File: src/rtl/multicycle_pkg.sv
// Shared definitions for the multi-cycle MIPS controller: state encoding,
// opcodes, and the mux/ALU class codes driven onto the datapath.
package multicycle_pkg;

  typedef enum logic [3:0] {
    FETCH   = 4'd0,
    DECODE  = 4'd1,
    MEMADR  = 4'd2,
    MEMRD   = 4'd3,
    MEMWB   = 4'd4,
    MEMWR   = 4'd5,
    RTYPEEX = 4'd6,
    RTYPEWB = 4'd7,
    BEQEX   = 4'd8,
    ADDIEX  = 4'd9,
    ADDIWB  = 4'd10,
    JEX     = 4'd11
  } state_t;

  localparam logic [5:0] OP_RTYPE = 6'b000000;
  localparam logic [5:0] OP_LW    = 6'b100011;
  localparam logic [5:0] OP_SW    = 6'b101011;
  localparam logic [5:0] OP_BEQ   = 6'b000100;
  localparam logic [5:0] OP_ADDI  = 6'b001000;
  localparam logic [5:0] OP_J     = 6'b000010;

  localparam logic [1:0] ALUOP_ADD   = 2'b00;
  localparam logic [1:0] ALUOP_SUB   = 2'b01;
  localparam logic [1:0] ALUOP_FUNCT = 2'b10;

  localparam logic [1:0] PCSRC_ALU    = 2'b00;
  localparam logic [1:0] PCSRC_ALUOUT = 2'b01;
  localparam logic [1:0] PCSRC_JUMP   = 2'b10;

  localparam logic [1:0] SRCB_REG    = 2'b00;
  localparam logic [1:0] SRCB_FOUR   = 2'b01;
  localparam logic [1:0] SRCB_IMM    = 2'b10;
  localparam logic [1:0] SRCB_IMM_SH = 2'b11;

  function automatic logic op_supported(input logic [5:0] op);
    return (op == OP_RTYPE) || (op == OP_LW) || (op == OP_SW) ||
           (op == OP_BEQ) || (op == OP_ADDI) || (op == OP_J);
  endfunction

endpackage

File: src/rtl/multi_cycle_ctrl.sv
// Multi-cycle MIPS control FSM: one state register, a next-state decoder and
// a Moore-style output decoder (plus mem_ready/zero gating where required).
module multi_cycle_ctrl
  import multicycle_pkg::*;
#(
  parameter int unsigned MEM_WAIT_EN = 1
) (
  input  logic       clk,
  input  logic       rst_n,
  input  logic [5:0] op,
  input  logic       zero,
  input  logic       mem_ready,
  output logic       IorD,
  output logic       ALUSrcA,
  output logic       RegDst,
  output logic       MemtoReg,
  output logic [1:0] ALUSrcB,
  output logic [1:0] PCSrc,
  output logic [1:0] ALUOp,
  output logic       IRWrite,
  output logic       MemWrite,
  output logic       RegWrite,
  output logic       PCEn,
  output logic       instr_done,
  output logic       illegal_op
);

  state_t state;
  state_t state_next;
  logic   mem_rdy;

  assign mem_rdy = (MEM_WAIT_EN != 0) ? mem_ready : 1'b1;

  always_ff @(posedge clk or negedge rst_n) begin
    if (!rst_n) state <= FETCH;
    else        state <= state_next;
  end

  always_comb begin
    state_next = FETCH;
    case (state)
      FETCH:   state_next = mem_rdy ? DECODE : FETCH;
      DECODE: begin
        case (op)
          OP_LW, OP_SW: state_next = MEMADR;
          OP_RTYPE:     state_next = RTYPEEX;
          OP_BEQ:       state_next = BEQEX;
          OP_ADDI:      state_next = ADDIEX;
          OP_J:         state_next = JEX;
          default:      state_next = FETCH;
        endcase
      end
      MEMADR:  state_next = (op == OP_LW) ? MEMRD : MEMWR;
      MEMRD:   state_next = mem_rdy ? MEMWB : MEMRD;
      MEMWB:   state_next = FETCH;
      MEMWR:   state_next = mem_rdy ? FETCH : MEMWR;
      RTYPEEX: state_next = RTYPEWB;
      RTYPEWB: state_next = FETCH;
      BEQEX:   state_next = FETCH;
      ADDIEX:  state_next = ADDIWB;
      ADDIWB:  state_next = FETCH;
      JEX:     state_next = FETCH;
      default: state_next = FETCH;
    endcase
  end

  // Outputs are gated by rst_n directly so they drop in the same cycle the
  // reset is asserted, not only after the state register has been cleared.
  always_comb begin
    IorD       = 1'b0;
    ALUSrcA    = 1'b0;
    RegDst     = 1'b0;
    MemtoReg   = 1'b0;
    ALUSrcB    = SRCB_REG;
    PCSrc      = PCSRC_ALU;
    ALUOp      = ALUOP_ADD;
    IRWrite    = 1'b0;
    MemWrite   = 1'b0;
    RegWrite   = 1'b0;
    PCEn       = 1'b0;
    instr_done = 1'b0;
    illegal_op = 1'b0;
    if (rst_n) begin
      case (state)
        FETCH: begin
          ALUSrcB = SRCB_FOUR;
          IRWrite = mem_rdy;
          PCEn    = mem_rdy;
        end
        DECODE: begin
          ALUSrcB    = SRCB_IMM_SH;
          illegal_op = !op_supported(op);
        end
        MEMADR, ADDIEX: begin
          ALUSrcA = 1'b1;
          ALUSrcB = SRCB_IMM;
        end
        MEMRD: IorD = 1'b1;
        MEMWB: begin
          MemtoReg   = 1'b1;
          RegWrite   = 1'b1;
          instr_done = 1'b1;
        end
        MEMWR: begin
          IorD       = 1'b1;
          MemWrite   = 1'b1;
          instr_done = mem_rdy;
        end
        RTYPEEX: begin
          ALUSrcA = 1'b1;
          ALUOp   = ALUOP_FUNCT;
        end
        RTYPEWB: begin
          RegDst     = 1'b1;
          RegWrite   = 1'b1;
          instr_done = 1'b1;
        end
        BEQEX: begin
          ALUSrcA    = 1'b1;
          ALUOp      = ALUOP_SUB;
          PCSrc      = PCSRC_ALUOUT;
          PCEn       = zero;
          instr_done = 1'b1;
        end
        ADDIWB: begin
          RegWrite   = 1'b1;
          instr_done = 1'b1;
        end
        JEX: begin
          PCSrc      = PCSRC_JUMP;
          PCEn       = 1'b1;
          instr_done = 1'b1;
        end
        default: ;
      endcase
    end
  end

endmodule

File: config.mk
export PLATFORM = sky130hd
export DESIGN_NAME = multi_cycle_ctrl
export DESIGN_NICKNAME = d
export VERILOG_FILES = /design/src/rtl/multicycle_pkg.sv /design/src/rtl/multi_cycle_ctrl.sv
export SDC_FILE = /design/constraint.sdc
export NUM_CORES = 1
export LEC_CHECK = 0
export ABC_CLOCK_PERIOD_IN_PS = 1700
export CORE_MARGIN = 2
export CORE_UTILIZATION = 42
export CTS_CLUSTER_DIAMETER = 30
export DETAILED_ROUTE_END_ITERATION = 10
export PLACE_DENSITY_LB_ADDON = 0.3
export SLEW_MARGIN = 20
export SYNTH_ARGS = -nofsm -noshare
export SYNTH_HDL_FRONTEND = slang
export SYNTH_SLANG_ARGS = --single-unit
File: constraint.sdc
create_clock -name clk -period 1.7 [get_ports clk]
set_clock_uncertainty 0.2 [all_clocks]
set_input_delay 0.255 -clock clk [delete_from_list [all_inputs] [get_ports clk]]
set_output_delay 0.255 -clock clk [all_outputs]
set_load 0.01 [all_outputs]
=== Word level (Yosys, flattened, before mapping) ===
Index checks and enable logic that the tools add are counted.
Widths: inputs -> output; s select.

* Flip-flop bits (word level): 4
* Input bits: 10
* Output and inout bits: 16
* Logic and storage cells: 63

* Equality and inequality tests: 16
* Multiplexer cells: 32
* Reductions and logical operators: 14

{| class="wikitable"
|+ Operator list
! kind !! number
|-
| $pmux 4 s7 || 1
|-
| $pmux 4 s5 || 1
|-
| $mux 1 || 19
|-
| $eq 4x3->1 const B || 4
|-
| $eq 4x4->1 const B || 4
|-
| $eq 6x6->1 const B || 2
|-
| $mux 3 || 3
|-
| $eq 4x2->1 const B || 2
|-
| $pmux 2 s2 || 2
|-
| $eq 6x2->1 const B || 1
|-
| $eq 6x3->1 const B || 1
|-
| $eq 6x4->1 const B || 1
|-
| $logic_not 6->1 || 1
|-
| $mux 2 || 3
|-
| $pmux 2 s3 || 1
|-
| $reduce_or 2->1 || 3
|-
| $logic_or 1x1->1 || 5
|-
| $reduce_or 5->1 || 1
|-
| $eq 4x1->1 const B || 1
|-
| $logic_not 4->1 || 1
|-
| $reduce_or 4->1 || 1
|-
| $pmux 1 s3 || 1
|-
| $reduce_or 3->1 || 1
|-
| $pmux 1 s2 || 1
|-
| $logic_not 1->1 || 1
|}

=== Logic depth before layout (Yosys ltp) ===
* Depth in word-level cells: 9
* Depth in mapped cells: 5
* Gate-level depth less buffers: 3

=== Worst setup path before layout ===
No wires, ideal clock.

* Path kind: register -> output
* From: register state[3]
* To: output port ALUSrcB[1]
* Data arrival time: 1.158 ns
* Required time: 1.245 ns
* Setup slack: 0.087 ns
* Cell stages (with the launch flop): 4
* Path buffers: 1
* Cells stage by stage: dfrtp_1 > buf_4 > or3_1 > a21oi_1

* Cells in the longest elaborated chain, start to end: 4
* Elaborated cells on any way between the ends: 7
* Classes of those cells: eq/ne: 3; mux: 2; reduce/logical: 2

{| class="wikitable"
|+ RTL lines
! element !! RTL line !! text
|-
| start: declaration || multi_cycle_ctrl.sv:28 || <nowiki>state_t state;</nowiki>
|-
| start signal: assignment || multi_cycle_ctrl.sv:36 || <nowiki>else state <= state_next;</nowiki>
|-
| $eq 4x4->1 or $eq 4x2->1 (tied branches) || multi_cycle_ctrl.sv:84 || <nowiki>case (state)</nowiki>
|-
| $reduce_or 2->1 || n/a ||
|-
| $pmux 2 s3 * || multi_cycle_ctrl.sv:84 ||
|-
| $mux 2 * || multi_cycle_ctrl.sv:83 || <nowiki>if (rst_n) begin</nowiki>
|-
| end: declaration || multi_cycle_ctrl.sv:17 || <nowiki>output logic [1:0] ALUSrcB,</nowiki>
|}

Every way passes the cells marked *; elsewhere a longest branch is shown, timed or not.

=== Worst setup path after layout ===
* From: register state[1]
* To: output port instr_done

* Cells in the longest elaborated chain, start to end: 4
* Elaborated cells on any way between the ends: 9
* Classes of those cells: eq/ne: 6; mux: 2; reduce/logical: 1

{| class="wikitable"
|+ RTL lines
! element !! RTL line !! text
|-
| $eq 4x4->1 or $eq 4x3->1 (tied branches) || multi_cycle_ctrl.sv:84 ||
|-
| $reduce_or 5->1 (no line) || n/a ||
|-
| $pmux 1 s2 * || multi_cycle_ctrl.sv:84 ||
|-
| $mux 1 * || multi_cycle_ctrl.sv:83 ||
|-
| end: declaration || multi_cycle_ctrl.sv:24 || <nowiki>output logic instr_done,</nowiki>
|}

Marks and branches as above.

==> impl_metrics.tcl <==
set metrics [dict create \
    status "complete, but fails checks" \
    failed_checks "setup timing" \
    post-place-ws_ns -0.618 \
    syn_avg_cell_area_um2 7.52 \
    clock-sinks 4 \
    syn-cell-area_um2 632 \
    synthToLayoutAreaGrowth_pct 106 \
    p_seq_frac 0.167 \
    rsz0062_at_grt "true" \
    grt_max_degree 11 \
    combPwrFrac 0.662 \
    largest_register_ffs 4 \
    via_per_inst 7.27 \
    vias 1170 \
    die_h_um 42.8 \
    die_w_um 42.8 \
    io_pins 26 \
    nFillCells 29 \
    tns_ns -3.26 \
    finalWorstSetupSlack_ns -0.306 \
    crit_required_ns 1.24 \
    rrSetupSlack_ns -0.06 \
    max_freq_mhz 499 \
    dpl.hpwl_mm 1.66 \
    dr.pass1.iters 7 \
    endpoint_kind "output pin" \
    worst_slew_pin_slew_ns 0.424 \
    p_leak_nw 0.605 \
    gp_congestion 0.802 \
    yosys.cell_types.count 42 \
    antenna_cells 0 \
    postPlaceCellArea_mm2 0.00106 \
    register_area_um2 105 \
    syn-num-nets 94 \
    synth_ff_type "dfrtp_1" \
    track_usage 0.351 \
    drtAntennaViolNets 0 \
    powerDensity_mw_per_mm2 638 \
    wl_per_cell_um 25.6 \
    setup_viol 18 \
    switching_share 0.429 \
    gr-total-overflow 0 \
    worstSetupPathType "reg -> out" \
    synth_edf_count 0 \
    max_cap_violations 0 \
    switchingPower_mw 0.357 \
    r2r_start "state[1]$_DFF_PN0_" \
    htreeDepth 1 \
    grt_pass1_vias 1044 \
    worst_skew_pair.late_latency_ns 0.25 \
    synth_seq_cells 4 \
    period_share 1.18 \
    power_frac_clock 0.171 \
    cts_tree "done" \
    die_area_mm2 0.00183 \
    hold_viol 0 \
    hold_path_class "in -> async" \
    synthCells 84 \
    worstSetupStartpoint "state[1]$_DFF_PN0_" \
    relSlewSlack 0.715 \
    fin_area_mm2 0.00130 \
    layout_min_cycle_time_ns 2.01 \
    synth-seq-area-share 0.158 \
    critPathLaunchType "register" \
    irDropWorstVdd_v 0.000681 \
    drcViolationCount 0 \
    row_count 13 \
    crit_path_max_fanout 5 \
    nets 158 \
    largest_register "state" \
    synthArstFlopShare 1.00 \
    synth_warnings 0 \
    cp.arrival_ns 1.55 \
    cts-hold-fix-buffers 0 \
    cts_buffers 3 \
    fin_util 0.964 \
    layout-drive-gt1-share 0.616 \
    cts.clk_slew.worst_paths_ns 0.06 \
    wl_mm 4.12 \
    final_common_cell "buf_4" \
    finalMaxSlewViolations 0 \
    cts_root_buffer "clkbuf_4" \
    antenna_found_initial 0 \
    multiInputGateArea_um2 587 \
    mostFrequentLayoutCells "buf_4 (24), buf_6 (17), buf_2 (12), nor2_1 (7)" \
    internal_power_mw 0.474 \
    reg.largest.list "state (4)" \
    grt_pass1_wl_mm 4.90 \
    core_mm2 0.00135 \
    port_buffers 25 \
    initial_core_util 0.468 \
    dr.first_iter.drc_count 104 \
    clock_path_buffers 2 \
]
## metal layers
metal  up-vias  routed length [um]  track usage
met4         0                 456        0.169
li1        445                   -            -
met3        75                 632       0.0383
met1       479                1280        0.406
met2       171                1750        0.627
met5         -                   0            0
## worst max-delay path: stages (launching register included)
cell and delay [ns]:
dfrtp_2 0.46, buf_6 0.16, nor2b_1 0.14, o21ai_1 0.17, and4bb_2 0.26, buf_6 0.10
## logic make-up (layout without fill, tap and decap cells)
logic type / count (synthesis) / count (layout) / share of synthesized area
and+or+nand+nor: 47 / 47 / 0.457
buffers and inverters: 9 / 71 / 0.103
AOI/OAI and AO/OA: 20 / 20 / 0.220
xor gates and xnor gates: 2 / 2 / 0.0277
DFF: 4 / 4 / 0.158
muxes: 2 / 2 / 0.0337
## synth_stat cells (2+ instances only)
| library cell | number | area share |
|---|---|---|
| nand3b_1 | 2 | 0.024 |
| a21oi_1 | 3 | 0.024 |
| nand2_1 | 5 | 0.030 |
| nor2b_1 | 3 | 0.030 |
| a21boi_1 | 3 | 0.036 |
| a31oi_1 | 2 | 0.020 |
| buf_4 | 4 | 0.048 |
| o21ai_0 | 3 | 0.024 |
| nand2b_1 | 3 | 0.030 |
| nor2_1 | 8 | 0.048 |
| and3_1 | 3 | 0.030 |
| buf_6 | 2 | 0.036 |
| dfrtp_1 | 4 | 0.16 |
| inv_1 | 2 | 0.012 |
| or3_1 | 2 | 0.020 |
| nor3_1 | 9 | 0.071 |
## cell type report
| class | count | area share |
|---|---|---|
| inverters | 2 | 0.00577 |
| well taps | 15 | 0.0144 |
| multi-input cells | 71 | 0.451 |
| flip-flops and latches | 4 | 0.0808 |
| clock buffers | 3 | 0.0173 |
| repair buffers | 66 | 0.431 |
## power groups by stage
| stage | clock network, mW | registers [mW] | logic [mW] |
|---|---|---|---|
| after floorplan | 0 | 0.115 | 0.188 |
| after global placement | 0 | 0.136 | 0.326 |
| after detailed placement | 0 | 0.136 | 0.336 |
| after CTS | 0.122 | 0.130 | 0.453 |
| after global routing | 0.145 | 0.137 | 0.564 |
| final | 0.142 | 0.139 | 0.550 |
## final timing paths
check                                     end  depth (start not counted)
setup / recovery                   instr_done                          5
hold / removal             state[1]$_DFF_PN0_                          3
setup reg to reg           state[1]$_DFF_PN0_                          5
hold reg to reg            state[3]$_DFF_PN0_                          2
max in group asynchronous  state[3]$_DFF_PN0_                          3
min in group clk           state[0]$_DFF_PN0_                          4
## metrics by stage
| step | hold slack [ns] | power (mW) | cells |
|---|---|---|---|
| floorplan | -0.241 | 0.303 | 84 |
| global placement | 0.505 | 0.463 | 144 |
| detailed placement | 0.506 | 0.472 | 144 |
| CTS | 0.0147 | 0.706 | 160 |
| global route | 0.0175 | 0.846 | 161 |
| finish | 0.0163 | 0.831 | 161 |
## what timing repair did
item                       CTS  global route
setup endpoints to repair   16            20
buffers inserted            13             5
gates resized for setup     94            22
pin swaps                   12            11
Note: power is estimated with default switching activity, not from simulation.
